**config.mk**
```make
export PLATFORM = sky130hd
export DESIGN_NAME = bootram_bus_adapter
export DESIGN_NICKNAME = d
export VERILOG_FILES = /design/src/rtl/bootram_bus_adapter.sv
export SDC_FILE = /design/constraint.sdc
export NUM_CORES = 1
export LEC_CHECK = 0
export BUFFER_PORTS_ARGS = -buffer_cell sky130_fd_sc_hd__buf_2
export CAP_MARGIN = 40
export CORE_ASPECT_RATIO = 0.7
export CORE_MARGIN = 1.5
export CORE_UTILIZATION = 25
export CTS_BUF_LIST = sky130_fd_sc_hd__clkbuf_8 sky130_fd_sc_hd__clkbuf_16
export DETAILED_ROUTE_END_ITERATION = 8
export SYNTH_ARGS = -nofsm -noshare
export SYNTH_HDL_FRONTEND = slang
export SYNTH_SLANG_ARGS = --single-unit
```
**constraint.sdc**
```tcl
create_clock -name clk -period 2.3 [get_ports clk]
set_input_delay 0.23 -clock clk [delete_from_list [all_inputs] [get_ports clk]]
set_output_delay 0.23 -clock clk [all_outputs]
set_load 0.01 [all_outputs]
```
**src/rtl/bootram_bus_adapter.sv**
```systemverilog
// PicoRV32 native bus to 1K x 32 single-port boot RAM adapter.
// Handles reads, full-word stores and read-modify-write for byte stores,
// since the RAM has no byte enables and a one-cycle registered read.
module bootram_bus_adapter #(
    parameter int unsigned ADDR_WIDTH    = 10,
    parameter bit          WRITE_PROTECT = 1'b0
) (
    input  logic                  clk,
    input  logic                  reset,
    input  logic                  mem_valid,
    input  logic [31:0]           mem_addr,
    input  logic [3:0]            mem_wstrb,
    input  logic [31:0]           mem_wdata,
    output logic                  mem_ready,
    output logic [31:0]           mem_rdata,
    output logic                  wr_err,
    output logic                  bram_ce,
    output logic                  bram_oce,
    output logic                  bram_wre,
    output logic [ADDR_WIDTH-1:0] bram_ad,
    output logic [31:0]           bram_din,
    input  logic [31:0]           bram_dout
);

    typedef enum logic [1:0] {StIdle, StRdWait, StRmw, StAck} state_e;

    state_e      state_q, state_d;
    logic        ready_q, ready_d;
    logic        err_q, err_d;
    logic [31:0] rdata_q, rdata_d;
    logic [31:0] merged;
    logic        is_read;
    logic        is_full;

    // Address bits outside the RAM window are deliberately ignored (aliasing).
    logic unused_addr;
    assign unused_addr = ^{mem_addr[31:ADDR_WIDTH+2], mem_addr[1:0]};

    assign is_read  = (mem_wstrb == 4'b0000);
    assign is_full  = (mem_wstrb == 4'b1111);
    assign bram_ad  = mem_addr[ADDR_WIDTH+1:2];
    assign bram_oce = 1'b1;

    // Byte merge of store data over the word just read from the RAM.
    always_comb begin
        merged = bram_dout;
        for (int i = 0; i < 4; i++) begin
            if (mem_wstrb[i]) begin
                merged[8*i +: 8] = mem_wdata[8*i +: 8];
            end
        end
    end

    // Next-state, registered-output next values and combinational RAM controls.
    always_comb begin
        state_d  = state_q;
        ready_d  = ready_q;
        err_d    = err_q;
        rdata_d  = rdata_q;
        bram_ce  = 1'b0;
        bram_wre = 1'b0;
        bram_din = mem_wdata;
        unique case (state_q)
            StIdle: begin
                if (mem_valid) begin
                    if (is_read) begin
                        bram_ce = 1'b1;
                        state_d = StRdWait;
                    end else if (WRITE_PROTECT) begin
                        // Store acknowledged but RAM never touched.
                        ready_d = 1'b1;
                        err_d   = 1'b1;
                        state_d = StAck;
                    end else if (is_full) begin
                        bram_ce  = 1'b1;
                        bram_wre = 1'b1;
                        ready_d  = 1'b1;
                        state_d  = StAck;
                    end else begin
                        // Partial store: fetch the old word first.
                        bram_ce = 1'b1;
                        state_d = StRmw;
                    end
                end
            end
            StRdWait: begin
                rdata_d = bram_dout;
                ready_d = 1'b1;
                state_d = StAck;
            end
            StRmw: begin
                bram_ce  = 1'b1;
                bram_wre = 1'b1;
                bram_din = merged;
                ready_d  = 1'b1;
                state_d  = StAck;
            end
            StAck: begin
                ready_d = 1'b0;
                err_d   = 1'b0;
                state_d = StIdle;
            end
            default: state_d = StIdle;
        endcase
        // Reset must never let a RAM access through, even mid-transaction.
        if (reset) begin
            bram_ce  = 1'b0;
            bram_wre = 1'b0;
        end
    end

    // State and registered CPU-side outputs with synchronous reset.
    always_ff @(posedge clk) begin
        if (reset) begin
            state_q <= StIdle;
            ready_q <= 1'b0;
            err_q   <= 1'b0;
            rdata_q <= 32'h0;
        end else begin
            state_q <= state_d;
            ready_q <= ready_d;
            err_q   <= err_d;
            rdata_q <= rdata_d;
        end
    end

    assign mem_ready = ready_q;
    assign wr_err    = err_q;
    assign mem_rdata = rdata_q;

endmodule

```
* Word level (Yosys, flattened, before mapping)
Cells that the tools add are included.
** Word-level totals
- Flip-flop bits (word level) :: 35
- Bits of input ports :: 103
- Output and inout bits :: 79
- Logic and storage cells :: 35
** Cells by class
- Equal/unequal tests :: 7
- Multiplexer cells :: 21
- Reduce and logical (&&, ||, !) cells :: 4
** Operators with widths (count)
- 32-bit 2-to-1 mux :: 1
- 8-bit 2-to-1 mux :: 4
- 1-bit 2-to-1 mux :: 10
- 2-bit != test, second input constant :: 3
- 2-bit one-hot mux with 3 select lines :: 1
- 2-bit == test, second input constant :: 2
- 4-bit == test, second input constant :: 1
- 4-bit logical NOT :: 1
- 2-bit 2-to-1 mux :: 2
- 1-bit one-hot mux with 2 select lines :: 2
- 1-bit one-hot mux with 3 select lines :: 1
- 3-bit AND reduction :: 1
- 2-bit by 1-bit == test with 1-bit output, second input constant :: 1
- 2-bit logical NOT :: 1
- 2-bit OR reduction :: 1

* Depth between registers and ports, before layout
Gate-level depths: netlist of run 1.
- Depth in word-level cells :: 6
- Gate-level depth with buffers :: 6
- Gate-level depth less buffers :: 5

* Worst setup path before layout of run 1
Ideal clock, no wire load.
- Path type :: register -> output
- From :: register state_q[0]
- To :: output bram_din[0]
- Arrival time :: 1235 ps
- Required time :: 2070 ps
- Setup slack :: 835 ps
- Cell stages (with the launch flop) :: 6
- Path buffers :: 1
- Path through :: dfxtp_1 -> inv_1 -> ha_1 -> nand2b_1 -> buf_4 -> mux2_4
** Between the ends
- Word-level cells in the longest chain between the ends :: 2
** RTL lines
- from (decl) :: RTL line 27 : state_e state_q, state_d;
- from (signal assigned) :: RTL line 115 : state_q <= StIdle;
- from (signal assigned) :: RTL line 120 : state_q <= state_d;
- 2-bit == test :: RTL line 63 : unique case (state_q)
- 32-bit 2-to-1 mux :: RTL line 63
- to (decl) :: RTL line 21 : output logic [31:0] bram_din,
No other way between the ends.

* Worst setup path in the final report of run 1
- From :: register state_q[0]
- To :: output bram_din[29]
Same word-level chain as after synthesis.

==> results.md, run 1 <==
- Run status: finished, final reports clean
- Final Hold Viols: 0
- Vias/cell: 4.25
- Flops & latches, synth: 35
- Fin Hold WS: 0.206 ns
- Sequential fraction of the synthesis area: 35.2%
- H-tree levels: 2
- Cell variety after synth: 22
- Syn_area_per_cell: 10.8 um^2
- Via count: 1736
- Worst path slowest cell: dfxtp_1
- Initial antenna violation count: 0
- Root Driver: clkbuf_16
- Prevailing post-synth register cell: dfxtp_1
- Die width: 110 um
- Worst-path clk slew: 0.05 ns
- Max Fclk: 485 MHz
- CP peak stage delay: 0.39 ns
- First DRT Iteration DRCs: 23
- Synth area leader: dfxtp_1
- Critical Path RT: 2.07 ns
- Final Cycle Share: 89.7%
- Row count: 26
- CTS tree: done
- Syn Nets: 291
- # fillers: 764
- Leakage: 1.51 nW
- Post-route cell area: 2820 um^2
- Total inserted antenna cells: 0
- Final TNS setup: 0 ns
- First-pass GRT wire length: 7530 um
- R2R depth: 4
- Slew Viols, Final: 0
- CP max FO: 8
- EDFF count, synth: 0
- Critical Path End: bram_din[29]
- Finish-stage setup viols: 0
- Unrepaired setup endpoints after global routing: no
- Power per cell area: 985 nW/um^2
- Post-Route Skew: 0.00292 ns
- Post-Syn Instances: 184
- Die footprint: 8510 um^2
- Max VDD drop: 0.000355 V
- Final HPWL DP: 3940 um
- Clk_lat worst skew: 0.27 ns
- Largest net degree at the start of global routing: 22
- Vias in the first global route: 1564
- Die Ht: 77.6 um
- Worst flop-to-flop path endpoint: mem_rdata[17]
- Initial core utilization: 26.5%
- DP Area: 2670 um^2
- GRT Util Overall: 11.4%
- Ranking of synthesized cells by area: dfxtp_1 35%, mux2_4 24%, mux2i_1 16%
- Num CTS Buffers: 5
- Clk buf depth: 2
- GRT overflow: 0
- Multi-input gate area: 1120 um^2
- Crit path DAT: 1.83 ns
- Ys Warns: 0
- Final ANT Viol Nets: 0
- Synth async-reset ratio: 0%
- Io pins: 182
- Drt wl/cell: 12.2 um
- Final wirelength: 4990 um
- Core Area: 7510 um^2
- Mapped cell area: 1990 um^2
- CP Cell Sequence: inv_1, ha_1, nand2b_1, buf_4, mux2_4, buf_2
- Post-CTS Setup Inserts: 0
- Commonest cells post-synth: 35 x dfxtp_1, 35 x nor2_1, 32 x mux2_4, 32 x mux2i_1, 19 x buf_4
- Clk sinks: 35
- IO buf count: 137
- Final Critical Period: 2.06 ns
- DRC: 0
- Maxcap violations: 0
- Yosys top cell area share: 35.2%
- FF-to-FF setup slack: 1.01 ns
- CP startpoint: state_q[0]
- Setup crit start kind: register
- DRT Pass-1 Iters: 4
- Share of cells above drive strength 1: 60.0%
- Area grow syn2layout: 41.6%
- Final #Nets: 416
- Setup crit end kind: output port
- Reg area: 701 um^2
- Critical path class: reg -> out
- Hold Crit Class: in -> reg
- RD Place Congestion: 0.699
- FF-to-FF Start: state_q[0]
[where the power goes]
part	internal, mW	switching, mW
registers	0.754	0.0783
logic	0.666	0.643
clock network	0.391	0.243
total	1.81	0.965
[worst min-delay path by stage]
stage	cells past startpoint	endpoint	slack (ns)	startpoint
final	3	mem_rdata[7]	0.21	bram_dout[7]
after global routing	3	mem_rdata[14]	0.22	bram_dout[14]
after CTS	3	mem_rdata[3]	0.20	bram_dout[3]
after detailed placement	0	bram_ad[1]	0.46	mem_addr[3]
after global placement	0	bram_ad[1]	0.46	mem_addr[3]
after floorplan	1	state_q[0]	0.34	mem_valid
[sequential cells by signal, indices dropped and copies added (netlist names)]
| signal | flops |
|---|---|
| state_q | 2 |
| mem_ready | 1 |
| mem_rdata | 32 |
[cell type report]
| type | count | share of cell area, % |
|---|---|---|
| repair buffers | 142 | 25.7 |
| multi-input cells | 122 | 39.8 |
| clock inverters | 3 | 0.444 |
| well taps | 98 | 4.35 |
| flip-flops and latches | 35 | 24.9 |
| inverters | 3 | 0.400 |
| clock buffers | 5 | 4.44 |
[cell families after synthesis]
kind of cell,after synthesis,synth area share (%)
buf+inv,27,8.81
compound gates,9,3.33
fa+ha+maj,4,2.52
mux,64,40.3
other cells,2,0.377
flops,35,35.2
simple gates,43,9.50
[critical path: cells and delay by family, from the launching register on]
family	cells	cell delay (ns)
fa+ha+maj	1	0.30
mux	1	0.32
simple gates	1	0.11
buf+inv	3	0.43
flops	1	0.39
[timing repair]
action	in CTS	in global routing
hold buffers	0	0
endpoints found under the setup margin	0	9
gates resized for setup	0	2
[cell usage in the layout (no fill, tap or decap), types with 2 or more instances in the layout]
cell type,count
mux2_4,32
conb_1,2
buf_2,137
ha_1,3
dfxtp_1,35
nand2b_2,2
nand2b_1,2
nor2_1,35
mux2i_1,32
a21oi_1,2
a211oi_1,2
buf_4,5
clkbuf_16,5
inv_1,5
[routing by layer]
metal / vias up / track usage (%) / routed length [um]
li1: 860 / - / -
met4: 0 / 2.47 / 14
met5: - / 0 / 0
met3: 4 / 4.20 / 452
met1: 785 / 13.8 / 2190
met2: 87 / 19.0 / 2330
[stage by stage]
step | utilization [%] | setup WS [ns] | std cells | total power [mW]
final | 37.5 | 0.238 | 408 | 2.78
after global routing | 37.5 | 0.126 | 408 | 2.99
after CTS | 37.4 | 0.0796 | 408 | 2.83
after detailed placement | 35.6 | 0.385 | 400 | 2.17
after global placement | 35.6 | 0.410 | 400 | 2.15
after floorplan | - | 0.835 | 184 | 1.79
Note: power is estimated with default switching activity, not from simulation.
==> run 2, diff against run 1 <==
Settings changed: CORE_ASPECT_RATIO 0.7 to unset.
==> run 2 against run 1 <==
  * Register-to-register slack got worse by 0.02 ns
  * Power decreased by 7.9%
  * Utilization decreased by 1.7 points
  * Sequential share of layout area increased by 0.44 points
  * Critical endpoint is now bram_din[5]
  * Largest cell class unchanged
  * Global-route usage about the same
  * Largest power group unchanged
  * Critical path type unchanged
  * Routed wire length decreased by 3.7%
  * Via count increased by 0.35%
  * Fmax decreased by 4.3%
  * Non-clock buffer count increased by 1
  * Critical path depth decreased by 1
  * Cell area decreased by 1.7%
  * Clock-buffer cell count unchanged
==> results.md, run 2 (synthesized netlist as in run 1, its figures left out) <==
- CP max FO: 8
- Max Fclk: 464 MHz
- Final Instance Count excl. Fillers: 413
- Worst-path clk slew: 0.07 ns
- Critical Path RT: 2.07 ns
- Run status: finished, final reports clean
- GRT overflow: 0
- Area grow syn2layout: 39.1%
- IO buf count: 137
- CTS tree: done
- Most frequent cells in the layout: 137 x buf_2, 35 x nor2_1, 35 x dfxtp_1, 32 x mux2_4, 32 x mux2i_1
- Final wirelength: 4810 um
- Final Cycle Share: 93.7%
- Core Area: 7730 um^2
- Max VDD drop: 0.000387 V
- Post-Route Skew: 0.00780 ns
- Post-route cell area: 2770 um^2
- Least-Margin Pin Slew: 0.552 ns
- Drt wl/cell: 11.6 um
- Clk buf depth: 2
- Most common cell after layout, fill and taps aside: buf_2
- Crit path DAT: 1.93 ns
- Die Ht: 92.2 um
- Largest net degree at the start of global routing: 27
- First-pass GRT wire length: 7610 um
- Hold Crit Depth: 3
- Maxcap violations: 0
- Die width: 92.2 um
- Vias in the first global route: 1636
- Share of cells above drive strength 1: 59.5%
- Row count: 32
- Total Power: 2.55 mW
- Hold Crit Class: in -> reg
- Slew Viols, Final: 0
- CP peak stage delay: 0.43 ns
- Final ANT Viol Nets: 0
- Clk_lat worst skew: 0.28 ns
- FF-to-FF setup slack: 0.99 ns
- First DRT Iteration DRCs: 20
- Critical path class: reg -> out
- Post-CTS Setup Inserts: 0
- Placed Instances: 405
- Num CTS Buffers: 5
- Final HPWL DP: 3810 um
- Hold_buf cts: 0
- Power per cell area: 923 nW/um^2
- Min-Delay Endpoint: mem_rdata[30]
- Unrepaired setup endpoints after global routing: no
- Clk sinks: 35
- Die footprint: 8500 um^2
- Via count: 1742
- DP Area: 2690 um^2
- Final Hold Viols: 0
- Max_slew headroom: 63.2%
- Final TNS setup: 0 ns
- Vias/cell: 4.22
- RD Place Congestion: 0.694
- Leakage: 1.49 nW
- CP Cell Sequence: inv_1, ha_1, nand2b_1, mux2_4, buf_2
- DRC: 0
- FF-to-FF Start: state_q[1]
- Setup crit end kind: output port
- Final Critical Period: 2.16 ns
- Finish-stage setup viols: 0
- Setup crit start kind: register
- Worst flop-to-flop path endpoint: mem_rdata[22]
- R2R depth: 5
- Final #Nets: 417
- DRT Pass-1 Iters: 4
- Root Driver: clkbuf_8
- H-tree levels: 2
- GRT Util Overall: 11.3%
- Initial core utilization: 25.7%
- Min-delay src: bram_dout[30]
- Io pins: 182
- Initial antenna violation count: 0
- Post_cts resized: 0
- Largest register FFs: 32
- Worst path slowest cell: nand2b_1
- Total inserted antenna cells: 0
- # fillers: 841
==> run 2: stage by stage <==
stage	util [%]	hold slack (ns)	setup slack, ns
global placement	34.8	0.460	0.450
finish	35.8	0.197	0.145
global route	35.8	0.199	0.0112
CTS	35.8	0.187	0.119
floorplan	-	0.342	0.835
detailed placement	34.8	0.460	0.440
==> run 2: how the worst max path moves through the flow <==
stage,startpoint,cells past startpoint,end,slack (ns)
after floorplan,state_q[0],5,bram_din[0],0.83
after global placement,state_q[0],5,bram_din[2],0.45
after detailed placement,state_q[0],5,bram_din[5],0.44
after CTS,state_q[0],5,bram_din[5],0.12
after global routing,state_q[0],5,bram_din[5],0.01
final,state_q[0],5,bram_din[5],0.14
==> run 2: area by class of cell <==
| class | instances | area (um^2) | area share, % |
|---|---|---|---|
| Inverter | 3 | 11.3 | 0.407 |
| Sequential cell | 35 | 701 | 25.3 |
| Timing Repair Buffer | 143 | 731 | 26.4 |
| Clock buffer | 5 | 68.8 | 2.49 |
| Clock inverter | 3 | 12.5 | 0.452 |
| Multi-Input combinational cell | 122 | 1120 | 40.3 |
| Tap cell | 102 | 128 | 4.61 |
==> run 2: per-layer routing <==
| metal | vias to the layer above | share of wire, % | GRT usage [%] |
|---|---|---|---|
| li1 | 864 | - | - |
| met1 | 787 | 43 | 13.1 |
| met2 | 81 | 48 | 19.6 |
| met3 | 10 | 7.1 | 3.23 |
| met4 | 0 | 1.9 | 4.49 |
| met5 | - | 0 | 0 |
==> run 2: power by group <==
group          switching, mW  internal, mW
clock                  0.208         0.203
sequential            0.0759         0.753
combinational          0.645         0.670
total                  0.929          1.63
==> run 2: critical path: cells and delay by family (launching register included) <==
kind	cells	cell delay [ns]
multiplexers	1	0.34
adder cells (fa/ha/maj)	1	0.27
AND/OR/NAND/NOR	1	0.43
flip-flops	1	0.38
buffers and inverters	2	0.22
==> run 3, diff against run 2 <==
--- a/config.mk
+++ b/config.mk
@@ -8,5 +8,4 @@
 export BUFFER_PORTS_ARGS = -buffer_cell sky130_fd_sc_hd__buf_2
 export CAP_MARGIN = 40
-export CORE_MARGIN = 1.5
 export CORE_UTILIZATION = 25
 export CTS_BUF_LIST = sky130_fd_sc_hd__clkbuf_8 sky130_fd_sc_hd__clkbuf_16
==> constraint.sdc (replaced) <==
create_clock -name clk -period 2.3 [get_ports clk]
set_input_delay 0.23 -clock clk [delete_from_list [all_inputs] [get_ports clk]]
set_output_delay 0.23 -clock clk [all_outputs]
set_load 0.05 [all_outputs]
==> run 3 against run 2 <==
  * Cell area rose by 1.1%
  * Combinational power grew 55%
  * Clock skew fell by 0.00073 ns
  * Cell count is 0.24% higher
  * Fmax rose by 1.6%
  * Utilization up 0.40 points
  * Power up 33%
  * Non-clock buffer count rose by 1
  * Sequential cell count stayed put
  * Die area is 2.2% lower
  * Sequential share of layout area fell by 0.28 points
  * Sequential power is essentially flat
  * Critical endpoint is now bram_din[26]
  * Largest cell class unchanged
  * Largest power group unchanged
  * Highest routed layer unchanged
==> results.md, run 3 (synthesized netlist as in run 1, its figures left out) <==
- Fin Hold WS: 0.196 ns
- First-pass GRT wire length: 7810 um
- Core Area: 7730 um^2
- Highest metal used: met4
- Num CTS Buffers: 5
- Slew Viols, Final: 0
- Critical Path RT: 2.07 ns
- Most common cell after layout, fill and taps aside: buf_2
- DRT Pass-1 Iters: 4
- Drt wl/cell: 11.7 um
- Power per cell area: 1210 nW/um^2
- Die footprint: 8320 um^2
- IO buf count: 137
- Initial antenna violation count: 1
- H-tree levels: 2
- Final ANT Viol Nets: 0
- Placed Instances: 406
- Crit path DAT: 1.89 ns
- Post-route cell area: 2800 um^2
- Setup crit start kind: register
- Hold Crit Class: in -> reg
- Final TNS setup: 0 ns
- Initial core utilization: 25.7%
- RD Place Congestion: 0.689
- Max Fclk: 471 MHz
- Final Instance Count excl. Fillers: 414
- Area grow syn2layout: 40.7%
- Vias/cell: 4.28
- Run status: finished, final reports clean
- Clk buf depth: 2
- Final Hold Viols: 0
- GRT Util Overall: 11.8%
- Die Ht: 91.2 um
- First DRT Iteration DRCs: 18
- Largest register FFs: 32
- Via count: 1772
- Largest net degree at the start of global routing: 36
- Critical path class: reg -> out
- Final wirelength: 4860 um
- Leakage: 1.50 nW
- Total Power: 3.40 mW
- Max VDD drop: 0.000329 V
- Post-layout util: 36.2%
- Vias in the first global route: 1752
- Io pins: 182
- CP max FO: 8
- Setup crit end kind: output port
- Root Driver: clkbuf_8
- Most frequent cells in the layout: 137 x buf_2, 35 x nor2_1, 35 x dfxtp_1, 32 x mux2_4, 32 x mux2i_1
- Die width: 91.2 um
- Unrepaired setup endpoints after global routing: no
- Share of cells above drive strength 1: 59.8%
- GRT overflow: 0
- Row count: 32
- Final Critical Period: 2.12 ns
- Post-Route Skew: 0.00708 ns
- Setup slack at placement: 0.474 ns
- Final #Nets: 418
- Clk sinks: 35
- Post_cts resized: 0
- Finish-stage setup viols: 0
- CTS tree: done
- Routed wl met2: 2320 um
- Post-CTS Setup Inserts: 0
- Clk_lat worst skew: 0.28 ns
- M1 WL: 1970 um
- Maxcap violations: 0
- Hold_buf cts: 0
- DP Area: 2690 um^2
- DRC: 0
- Met3 wire len: 472 um
- Worst-path clk slew: 0.07 ns
- Final Cycle Share: 92.3%
- Worst Slack Setup Final: 0.178 ns
- Final HPWL DP: 3810 um
[run 3: cell types whose count changed in the layout (fill, tap and decap cells not counted), sizes merged]
cell    before  now
clkinv       1    0
buf        143  144
bufinv       0    1
inv          5    4
diode        0    1
[run 3: power breakdown]
part | total, mW | switching (mW) | internal [mW] | leakage (nW)
registers | 0.830 | 0.0770 | 0.753 | 0.286
logic | 2.04 | 1.37 | 0.677 | 1.15
clock network | 0.525 | 0.212 | 0.313 | 0.0554
[run 3: metal layers]
layer	GRT usage, %	up-vias
met1	12.3	806
met4	5.03	0
met2	21.1	88
met5	0	-
met3	4.52	15
li1	-	863
[run 3: worst paths after layout]
kind | start | endpoint | slack [ns] | depth (start not counted)
setup / recovery | state_q[0] | bram_din[26] | 0.18 | 6
hold / removal | bram_dout[2] | mem_rdata[2] | 0.20 | 3
setup reg to reg | state_q[0] | state_q[0] | 0.95 | 5
hold reg to reg | mem_rdata[14] | mem_rdata[14] | 0.49 | 2
[run 3: cell type report]
cell class	count	area (um^2)
fillers	806	4930
inverters	3	11.3
clock buffers	5	68.8
multi-input cells	122	1120
flip-flops and latches	35	701
repair buffers	144	738
well taps	102	128
diodes	1	2.50
clock inverters	2	33.8
[run 3: worst max-delay path, stage by stage (launching register included)]
cell and delay (ns):
dfxtp_1 0.39, inv_1 0.09, ha_1 0.28, nand2b_1 0.12, buf_4 0.21, mux2_4 0.31
buf_2 0.21
